**src/rtl/la_operand_bridge.sv**
```systemverilog
// ---------------------------------------------------------------------------
// la_operand_bridge
//
// Purpose:
//   Bridges a toggle-strobed logic-analyzer command port to a GF(2^m)
//   arithmetic core. Operand words are written in over the narrow LA bus and
//   assembled into NUM_OPS slots of OP_W bits. START hands the operands to
//   the core with a valid/ready handshake. The core's OP_W-bit result is then
//   read back one LA word at a time, least significant word first.
//
// Ports:
//   wb_clk_i     single clock; all state changes on its rising edge
//   wb_rst_n     asynchronous active-low reset
//   la_data_in   write data word
//   la_cmd_i     command: 00 WRITE, 01 READ, 10 START, 11 CLEAR
//   la_strobe_i  toggle line; each level change issues one command
//   la_data_out  read data word
//   la_ack_o     toggles once per executed command
//   la_status_o  {error, done, busy, rd_avail}
//   op_data_o    packed operands, slot 0 in the LSBs
//   op_valid_o   operands valid toward the core
//   op_ready_i   core accepts the operands
//   res_data_i   result from the core
//   res_valid_i  result valid from the core
//   res_ready_o  bridge ready to take a result
//
// Optional feature:
//   LA_BRIDGE_TIMEOUT_EN  when defined, gives up waiting for a result after
//                         TIMEOUT cycles, flags error and returns to IDLE.
// ---------------------------------------------------------------------------
module la_operand_bridge #(
  parameter int LA_W    = 32,
  parameter int OP_W    = 163,
  parameter int NUM_OPS = 4,
  parameter int TIMEOUT = 1024
) (
  input  logic                    wb_clk_i,
  input  logic                    wb_rst_n,
  input  logic [LA_W-1:0]         la_data_in,
  input  logic [1:0]              la_cmd_i,
  input  logic                    la_strobe_i,
  output logic [LA_W-1:0]         la_data_out,
  output logic                    la_ack_o,
  output logic [3:0]              la_status_o,
  output logic [NUM_OPS*OP_W-1:0] op_data_o,
  output logic                    op_valid_o,
  input  logic                    op_ready_i,
  input  logic [OP_W-1:0]         res_data_i,
  input  logic                    res_valid_i,
  output logic                    res_ready_o
);

  localparam int WPO    = (OP_W + LA_W - 1) / LA_W;
  localparam int TOTAL  = NUM_OPS * WPO;
  localparam int SLOT_W = (NUM_OPS > 1) ? $clog2(NUM_OPS) : 1;
  localparam int WCNT_W = (WPO > 1) ? $clog2(WPO) : 1;
  localparam int CNT_W  = $clog2(TOTAL + 1);

  localparam logic [SLOT_W-1:0] SLOT_LAST = SLOT_W'(NUM_OPS - 1);
  localparam logic [WCNT_W-1:0] WCNT_LAST = WCNT_W'(WPO - 1);
  localparam logic [CNT_W-1:0]  TOTAL_C   = CNT_W'(TOTAL);

  localparam logic [1:0] CMD_WRITE = 2'b00;
  localparam logic [1:0] CMD_READ  = 2'b01;
  localparam logic [1:0] CMD_START = 2'b10;
  localparam logic [1:0] CMD_CLEAR = 2'b11;

  if (TIMEOUT < 1) begin : g_paramCheck
    $error("la_operand_bridge: TIMEOUT must be at least 1");
  end

  typedef enum logic [1:0] {
    IDLE     = 2'd0,
    ISSUE    = 2'd1,
    WAIT_RES = 2'd2,
    READOUT  = 2'd3
  } state_t;

  state_t             r_state;
  logic               r_strobeQ;
  logic               r_ack;
  logic               r_error;
  logic               r_done;
  logic               r_opValid;
  logic               r_resReady;
  logic [LA_W-1:0]    r_dataOut;
  logic [SLOT_W-1:0]  r_slot;
  logic [WCNT_W-1:0]  r_wcnt;
  logic [CNT_W-1:0]   r_wrCount;
  logic [WCNT_W-1:0]  r_rdPtr;
  logic [OP_W-1:0]    r_result;

`ifdef LA_BRIDGE_TIMEOUT_EN
  localparam int TMR_W = (TIMEOUT > 1) ? $clog2(TIMEOUT) : 1;
  localparam logic [TMR_W-1:0] TMR_LAST = TMR_W'(TIMEOUT - 1);
  logic [TMR_W-1:0]   r_timer;
`endif

  logic                        w_cmdEvt;
  logic                        w_wrEn;
  logic                        w_clrEn;
  logic [WPO-1:0][LA_W-1:0]    w_resWords;

  // A command is any level change of the strobe since the last edge.
  assign w_cmdEvt = (la_strobe_i != r_strobeQ);
  assign w_wrEn   = w_cmdEvt && (la_cmd_i == CMD_WRITE) && (r_state == IDLE);
  assign w_clrEn  = w_cmdEvt && (la_cmd_i == CMD_CLEAR);

  // Result zero-extended to a whole number of LA words for readout.
  assign w_resWords = (WPO * LA_W)'(r_result);

  // Operand storage: one register per slot/word, sized so that bits at or
  // above OP_W of the final word of each slot are never stored.
  for (genvar s = 0; s < NUM_OPS; s++) begin : g_slot
    for (genvar w = 0; w < WPO; w++) begin : g_word
      localparam int BITS = ((OP_W - w * LA_W) < LA_W) ? (OP_W - w * LA_W) : LA_W;
      localparam logic [SLOT_W-1:0] S_ID = SLOT_W'(s);
      localparam logic [WCNT_W-1:0] W_ID = WCNT_W'(w);
      logic [BITS-1:0] r_word;

      always_ff @(posedge wb_clk_i or negedge wb_rst_n) begin
        if (!wb_rst_n) begin
          r_word <= '0;
        end else if (w_clrEn) begin
          r_word <= '0;
        end else if (w_wrEn && (r_slot == S_ID) && (r_wcnt == W_ID)) begin
          r_word <= la_data_in[BITS-1:0];
        end
      end

      assign op_data_o[s*OP_W + w*LA_W +: BITS] = r_word;
    end
  end

  // Main control FSM. Core handshakes advance first; a command in the same
  // cycle is applied afterwards so that CLEAR overrides any handshake.
  always_ff @(posedge wb_clk_i or negedge wb_rst_n) begin
    if (!wb_rst_n) begin
      r_state    <= IDLE;
      r_strobeQ  <= 1'b0;
      r_ack      <= 1'b0;
      r_error    <= 1'b0;
      r_done     <= 1'b0;
      r_opValid  <= 1'b0;
      r_resReady <= 1'b0;
      r_dataOut  <= '0;
      r_slot     <= '0;
      r_wcnt     <= '0;
      r_wrCount  <= '0;
      r_rdPtr    <= '0;
      r_result   <= '0;
`ifdef LA_BRIDGE_TIMEOUT_EN
      r_timer    <= '0;
`endif
    end else begin
      r_strobeQ <= la_strobe_i;
      if (w_cmdEvt) begin
        r_ack <= ~r_ack;
      end

      case (r_state)
        ISSUE: begin
          if (op_ready_i) begin
            r_state    <= WAIT_RES;
            r_opValid  <= 1'b0;
            r_resReady <= 1'b1;
`ifdef LA_BRIDGE_TIMEOUT_EN
            r_timer    <= '0;
`endif
          end
        end
        WAIT_RES: begin
          if (res_valid_i) begin
            r_result   <= res_data_i;
            r_state    <= READOUT;
            r_resReady <= 1'b0;
            r_rdPtr    <= '0;
          end
`ifdef LA_BRIDGE_TIMEOUT_EN
          else if (r_timer == TMR_LAST) begin
            r_error    <= 1'b1;
            r_state    <= IDLE;
            r_resReady <= 1'b0;
          end else begin
            r_timer <= r_timer + TMR_W'(1);
          end
`endif
        end
        default: ;
      endcase

      if (w_cmdEvt) begin
        case (la_cmd_i)
          CMD_WRITE: begin
            if (r_state == IDLE) begin
              if (r_wcnt == WCNT_LAST) begin
                r_wcnt <= '0;
                r_slot <= (r_slot == SLOT_LAST) ? '0 : r_slot + SLOT_W'(1);
              end else begin
                r_wcnt <= r_wcnt + WCNT_W'(1);
              end
              if (r_wrCount != TOTAL_C) begin
                r_wrCount <= r_wrCount + CNT_W'(1);
              end
            end else begin
              r_error <= 1'b1;
            end
          end
          CMD_START: begin
            if ((r_state == IDLE) && (r_wrCount == TOTAL_C)) begin
              r_state   <= ISSUE;
              r_opValid <= 1'b1;
              r_wrCount <= '0;
              r_done    <= 1'b0;
            end else begin
              r_error <= 1'b1;
            end
          end
          CMD_READ: begin
            if (r_state == READOUT) begin
              r_dataOut <= w_resWords[r_rdPtr];
              if (r_rdPtr == WCNT_LAST) begin
                r_state <= IDLE;
                r_done  <= 1'b1;
              end else begin
                r_rdPtr <= r_rdPtr + WCNT_W'(1);
              end
            end else begin
              r_error   <= 1'b1;
              r_dataOut <= '0;
            end
          end
          default: begin
            r_state    <= IDLE;
            r_error    <= 1'b0;
            r_done     <= 1'b0;
            r_opValid  <= 1'b0;
            r_resReady <= 1'b0;
            r_dataOut  <= '0;
            r_slot     <= '0;
            r_wcnt     <= '0;
            r_wrCount  <= '0;
            r_rdPtr    <= '0;
            r_result   <= '0;
`ifdef LA_BRIDGE_TIMEOUT_EN
            r_timer    <= '0;
`endif
          end
        endcase
      end
    end
  end

  assign la_data_out = r_dataOut;
  assign la_ack_o    = r_ack;
  assign op_valid_o  = r_opValid;
  assign res_ready_o = r_resReady;
  assign la_status_o = {r_error, r_done,
                        (r_state == ISSUE) || (r_state == WAIT_RES),
                        (r_state == READOUT)};

endmodule

```
**config.mk**
```make
export PLATFORM = sky130hd
export DESIGN_NAME = la_operand_bridge
export DESIGN_NICKNAME = d
export VERILOG_FILES = /design/src/rtl/la_operand_bridge.sv
export SDC_FILE = /design/constraint.sdc
export NUM_CORES = 1
export LEC_CHECK = 0
export CORE_MARGIN = 3
export CORE_UTILIZATION = 30
export DETAILED_ROUTE_END_ITERATION = 12
export GPL_TIMING_DRIVEN = 1
export PLACE_DENSITY_LB_ADDON = 0.08
export SETUP_SLACK_MARGIN = 0.15
export SLEW_MARGIN = 10
export SYNTH_ARGS = -nofsm -noshare
export SYNTH_HDL_FRONTEND = slang
export SYNTH_SLANG_ARGS = --single-unit
```
**constraint.sdc**
```tcl
create_clock -name wb_clk_i -period 2 [get_ports wb_clk_i]
set_input_delay 0.2 -clock wb_clk_i [delete_from_list [all_inputs] [get_ports wb_clk_i]]
set_output_delay 0.2 -clock wb_clk_i [all_outputs]
set_load 0.01 [all_outputs]
```
==> summary by stage <==
Status
The flow ran to the end, and the final reports show no timing, DRC or antenna violations.

Flow run
Across the run, the number of max-cap violations was 0.

Synth
The instance count of the mapped netlist is 3459. The number of flip-flops and latches in the synthesized netlist is 868. The mean post-synth cell area is 10.3 sq um. The cell with the most instances after synthesis is sky130_fd_sc_hd__dfrtp_1. The total number of yosys warnings is 0. Sorting the synthesized cells by how often they occur yields sky130_fd_sc_hd__dfrtp_1 (868), sky130_fd_sc_hd__nand2_1 (629), sky130_fd_sc_hd__nand3_1 (525).

The number of nets in the synthesized netlist is 3678. The portion of the post-synthesis area used by sequential elements is 61.0%. The leading area contributor after synthesis is sky130_fd_sc_hd__dfrtp_1. The mapped netlist covers 35600 sq um.

By area the synthesized netlist is led by sky130_fd_sc_hd__dfrtp_1 (61%), sky130_fd_sc_hd__nand3_1 (7.4%), sky130_fd_sc_hd__nand2_1 (6.6%). The fraction of registers with async set/reset is 100%. The predominant post-synthesis flop cell is sky130_fd_sc_hd__dfrtp_1.

The fraction of synthesized cell area taken by the top area cell type is 61.0%. After synthesis, the netlist uses 64 different library cells. The number of enable flip-flop cells after synthesis is 0.

Setup path
The number of buffers and inverters on the critical path is 1. The slowest cell on the critical path is sky130_fd_sc_hd__clkdlybuf4s50_1. The worst setup path is captured at a primary output. At the worst endpoint, the required time is 1800 ps.

The data arrival time of the critical path is 1730 ps. The origin of the critical flop-to-flop path is r_state[1]. The start point of the critical path is g_slot[2].g_word[3].r_word[16]. The largest stage delay on the critical path is 630 ps.

The critical path is of the flip-flop to primary output type. The endpoint identified for the worst register-to-register timing path is g_slot[3].g_word[3].r_word[9]. The worst setup slack for register-to-register paths is 90 ps. The count of cells along the worst register-to-register path is 9.

In this run the worst path has a maximum fanout of 2. Walking the worst path, the cells encountered are clkdlybuf4s50_1. The critical path launch point type is a flip-flop. The cell family with the largest share of critical-path delay is buffers and inverters.

Clock tree
The clock tree root driver cell is sky130_fd_sc_hd__clkbuf_16. The source-to-sink clock delay at the later pin of the worst-skew pair is 690 ps. Buffers inserted during clock tree synthesis total 101. The clock tree buffer depth is 3. Clock tree synthesis found a total of 868 sinks. After clock tree synthesis, the clock-pin slew on the worst setup and hold paths is 60 ps. The H-tree was split into 3 levels. TritonCTS built the clock tree.

Hold path
Counting instances, the worst hold path has a depth of 3. The min-delay analysis places its worst path in the category input pin to flip-flop. The beginning of the worst hold path is res_data_i[80]. The worst hold path terminates at r_result[80].

Power and ir drop
After layout, the design draws a total of 42200 uW. The power per cell area is 782 nW/um^2. The static leakage is 0.0231 uW. The worst-case IR drop observed on VDD is 0.667 mV.

Placement
The wire-length estimate of the detail-placed layout is 111 mm. The quantity of I/O buffers inserted on ports is 892. At the end of routability-driven placement, the weighted congestion stood at 0.812. At the placement stage, the worst setup path has a slack of -501 ps.

Timing
The total count of max-transition violations in the final report is 0. Setup slack closes at 74.3 ps. Setup repair after global routing could not meet its margin everywhere.

The final clock skew is 21.6 ps. Of the available clock period, the critical path in the final layout requires 96.3%. Hold is met by 59.0 ps.

For the final routed database, the setup TNS stands at 0 ps. Setup violations remaining at the end of the flow were counted as 0. In this run the tightest slew margin relative to its limit is 39.7%. For the finished layout, the period the worst path requires is 1930 ps. The transition time at the pin with the least slew margin is 901 ps. Derived from the worst setup path, the maximum achievable clock frequency is 0.519 GHz. The final hold violation count was 0.

Layout
The end-of-flow core utilization is 46.1%. Relative to the synthesized area, the layout overhead comes to 51.7%. The post-route netlist has 18.2% of its cells at a drive strength greater than 1.

In the final design database the tool counted 4712 nets.

Route
For this block, the routed nets add up to 161 mm of wire. The first-pass iteration count of the detailed router is 5. In the final routed layout, each cell accounts on average for 26.4 um.

In the routed layout, each cell is associated on average with a via count of 5.02. The number of routed nets with antenna violations is 0. Across all layers, the routed design uses 30650 vias. The number of DRC violations after detailed-routing iteration 0 is 1989. In the routed design, unresolved DRC markers number 0.

Die
The vertical die dimension is 350 um. Once the floorplan was initialized, standard cells occupied 30.4% of the core. The floorplan step set the die width to 350 um.

The core region area is 117000 sq um. Row generation in the floorplan step produced 125 rows. The die covers 123000 sq um. The number of top-level pins is 893.

Global route
Global routing finished with a remaining overflow of 0. The via count of the first global-routing pass is 30066. The number of antenna violations at the first check in global routing came to 12. Global routing used 24.8% of the available tracks. The first global-routing pass estimated 222 mm of wire. Entering global routing, the biggest net connects 99 pins.
worst min-delay path: stages:
cell	delay [ps]
sky130_fd_sc_hd__clkdlybuf4s50_1	390
sky130_fd_sc_hd__nand2_1	60
sky130_fd_sc_hd__a21oi_1	50
stage by stage:
step | std cells | instance area [sq um]
6_report | 6100 | 54000
5_1_grt | 6096 | 54000
4_1_cts | 6038 | 52300
3_5_place_dp | 5829 | 48400
3_3_place_gp | 5829 | 48400
2_1_floorplan | 3459 | 35600
per-layer routing:
| layer | wire, um | track usage [%] |
|---|---|---|
| met5 | 54 | 0 |
| met4 | 7690 | 10.7 |
| met3 | 11600 | 6.71 |
| met2 | 76400 | 40.1 |
| met1 | 65300 | 31.2 |
repair_timing:
item                                    in CTS  in global routing
hold endpoints to repair                   567                  0
hold buffers                                 6                  0
endpoints found under the setup margin    1228               1248
pin swaps                                    3                112
gates cloned                                11                 27
buffers inserted                            12                 29
gates resized for setup                     65                245
state kept, by name, indices dropped and copies added (netlist names):
name	cells
r_state	2
op_valid_o	1
r_slot	2
r_result	163
r_wrCount	5
r_rdPtr	3
g_slot.g_word.r_word	652
r_wcnt	3
r_error	1
r_strobeQ	1
la_ack_o	1
r_done	1
la_data_out	32
res_ready_o	1
worst max path at each step:
stage	end	slack, ps	cells after the start
after global routing	op_data_o[268]	3	1
after global placement	g_slot[0].g_word[4].r_word[2]	-440	9
after detailed placement	g_slot[0].g_word[4].r_word[0]	-500	9
after CTS	la_status_o[0]	-50	3
final	op_data_o[438]	70	1
after floorplan	g_slot[3].g_word[0].r_word[21]	150	9
where the power goes:
group	leakage [uW]	total [uW]	switching, uW	internal (uW)
registers	0.0120	18600	438	18200
clock network	0.00160	18300	7620	10700
logic	0.00945	5280	2940	2330
kinds of logic (layout without fill, tap and decap cells):
group	count (synthesis)	count (layout)	synth area share, %
compound gates	889	889	13.7
xor+xnor	3	3	0.0950
fa+ha+maj	17	17	0.598
buf+inv	343	1454	5.26
flops	868	868	61.0
mux	40	40	2.26
other cells	0	6	0
simple gates	1299	1299	17.1
layout make-up:
class / instances / area [sq um]
sequential: 868 / 21700
tap: 1524 / 1910
multi-input combinational: 2248 / 12900
inverter: 13 / 48.8
clock inverter: 22 / 211
antenna: 6 / 15.0
clock buffer: 158 / 3050
timing repair buffer: 1261 / 14100
fill: 11228 / 63000
cells in the final DEF (no fill, tap or decap), types with 32 or more instances in the layout:
master | synthesis | final
sky130_fd_sc_hd__nor2_1 | 42 | 39
sky130_fd_sc_hd__o21ai_0 | 170 | 149
sky130_fd_sc_hd__nand3_2 | 4 | 39
sky130_fd_sc_hd__nand3_1 | 525 | 490
sky130_fd_sc_hd__nand2_1 | 629 | 563
sky130_fd_sc_hd__nand2_4 | 0 | 47
sky130_fd_sc_hd__dlygate4sd2_1 | 0 | 38
sky130_fd_sc_hd__clkbuf_16 | 0 | 127
sky130_fd_sc_hd__o21ai_1 | 305 | 314
sky130_fd_sc_hd__nor3_1 | 35 | 35
sky130_fd_sc_hd__o21ai_2 | 60 | 72
sky130_fd_sc_hd__a21oi_2 | 1 | 41
sky130_fd_sc_hd__dfrtp_1 | 868 | 861
sky130_fd_sc_hd__a21oi_1 | 301 | 260
sky130_fd_sc_hd__buf_12 | 0 | 128
sky130_fd_sc_hd__clkdlybuf4s50_1 | 0 | 849
sky130_fd_sc_hd__buf_4 | 4 | 180
sky130_fd_sc_hd__mux4_2 | 32 | 32
No activity file was read; power rests on OpenSTA's default activity.
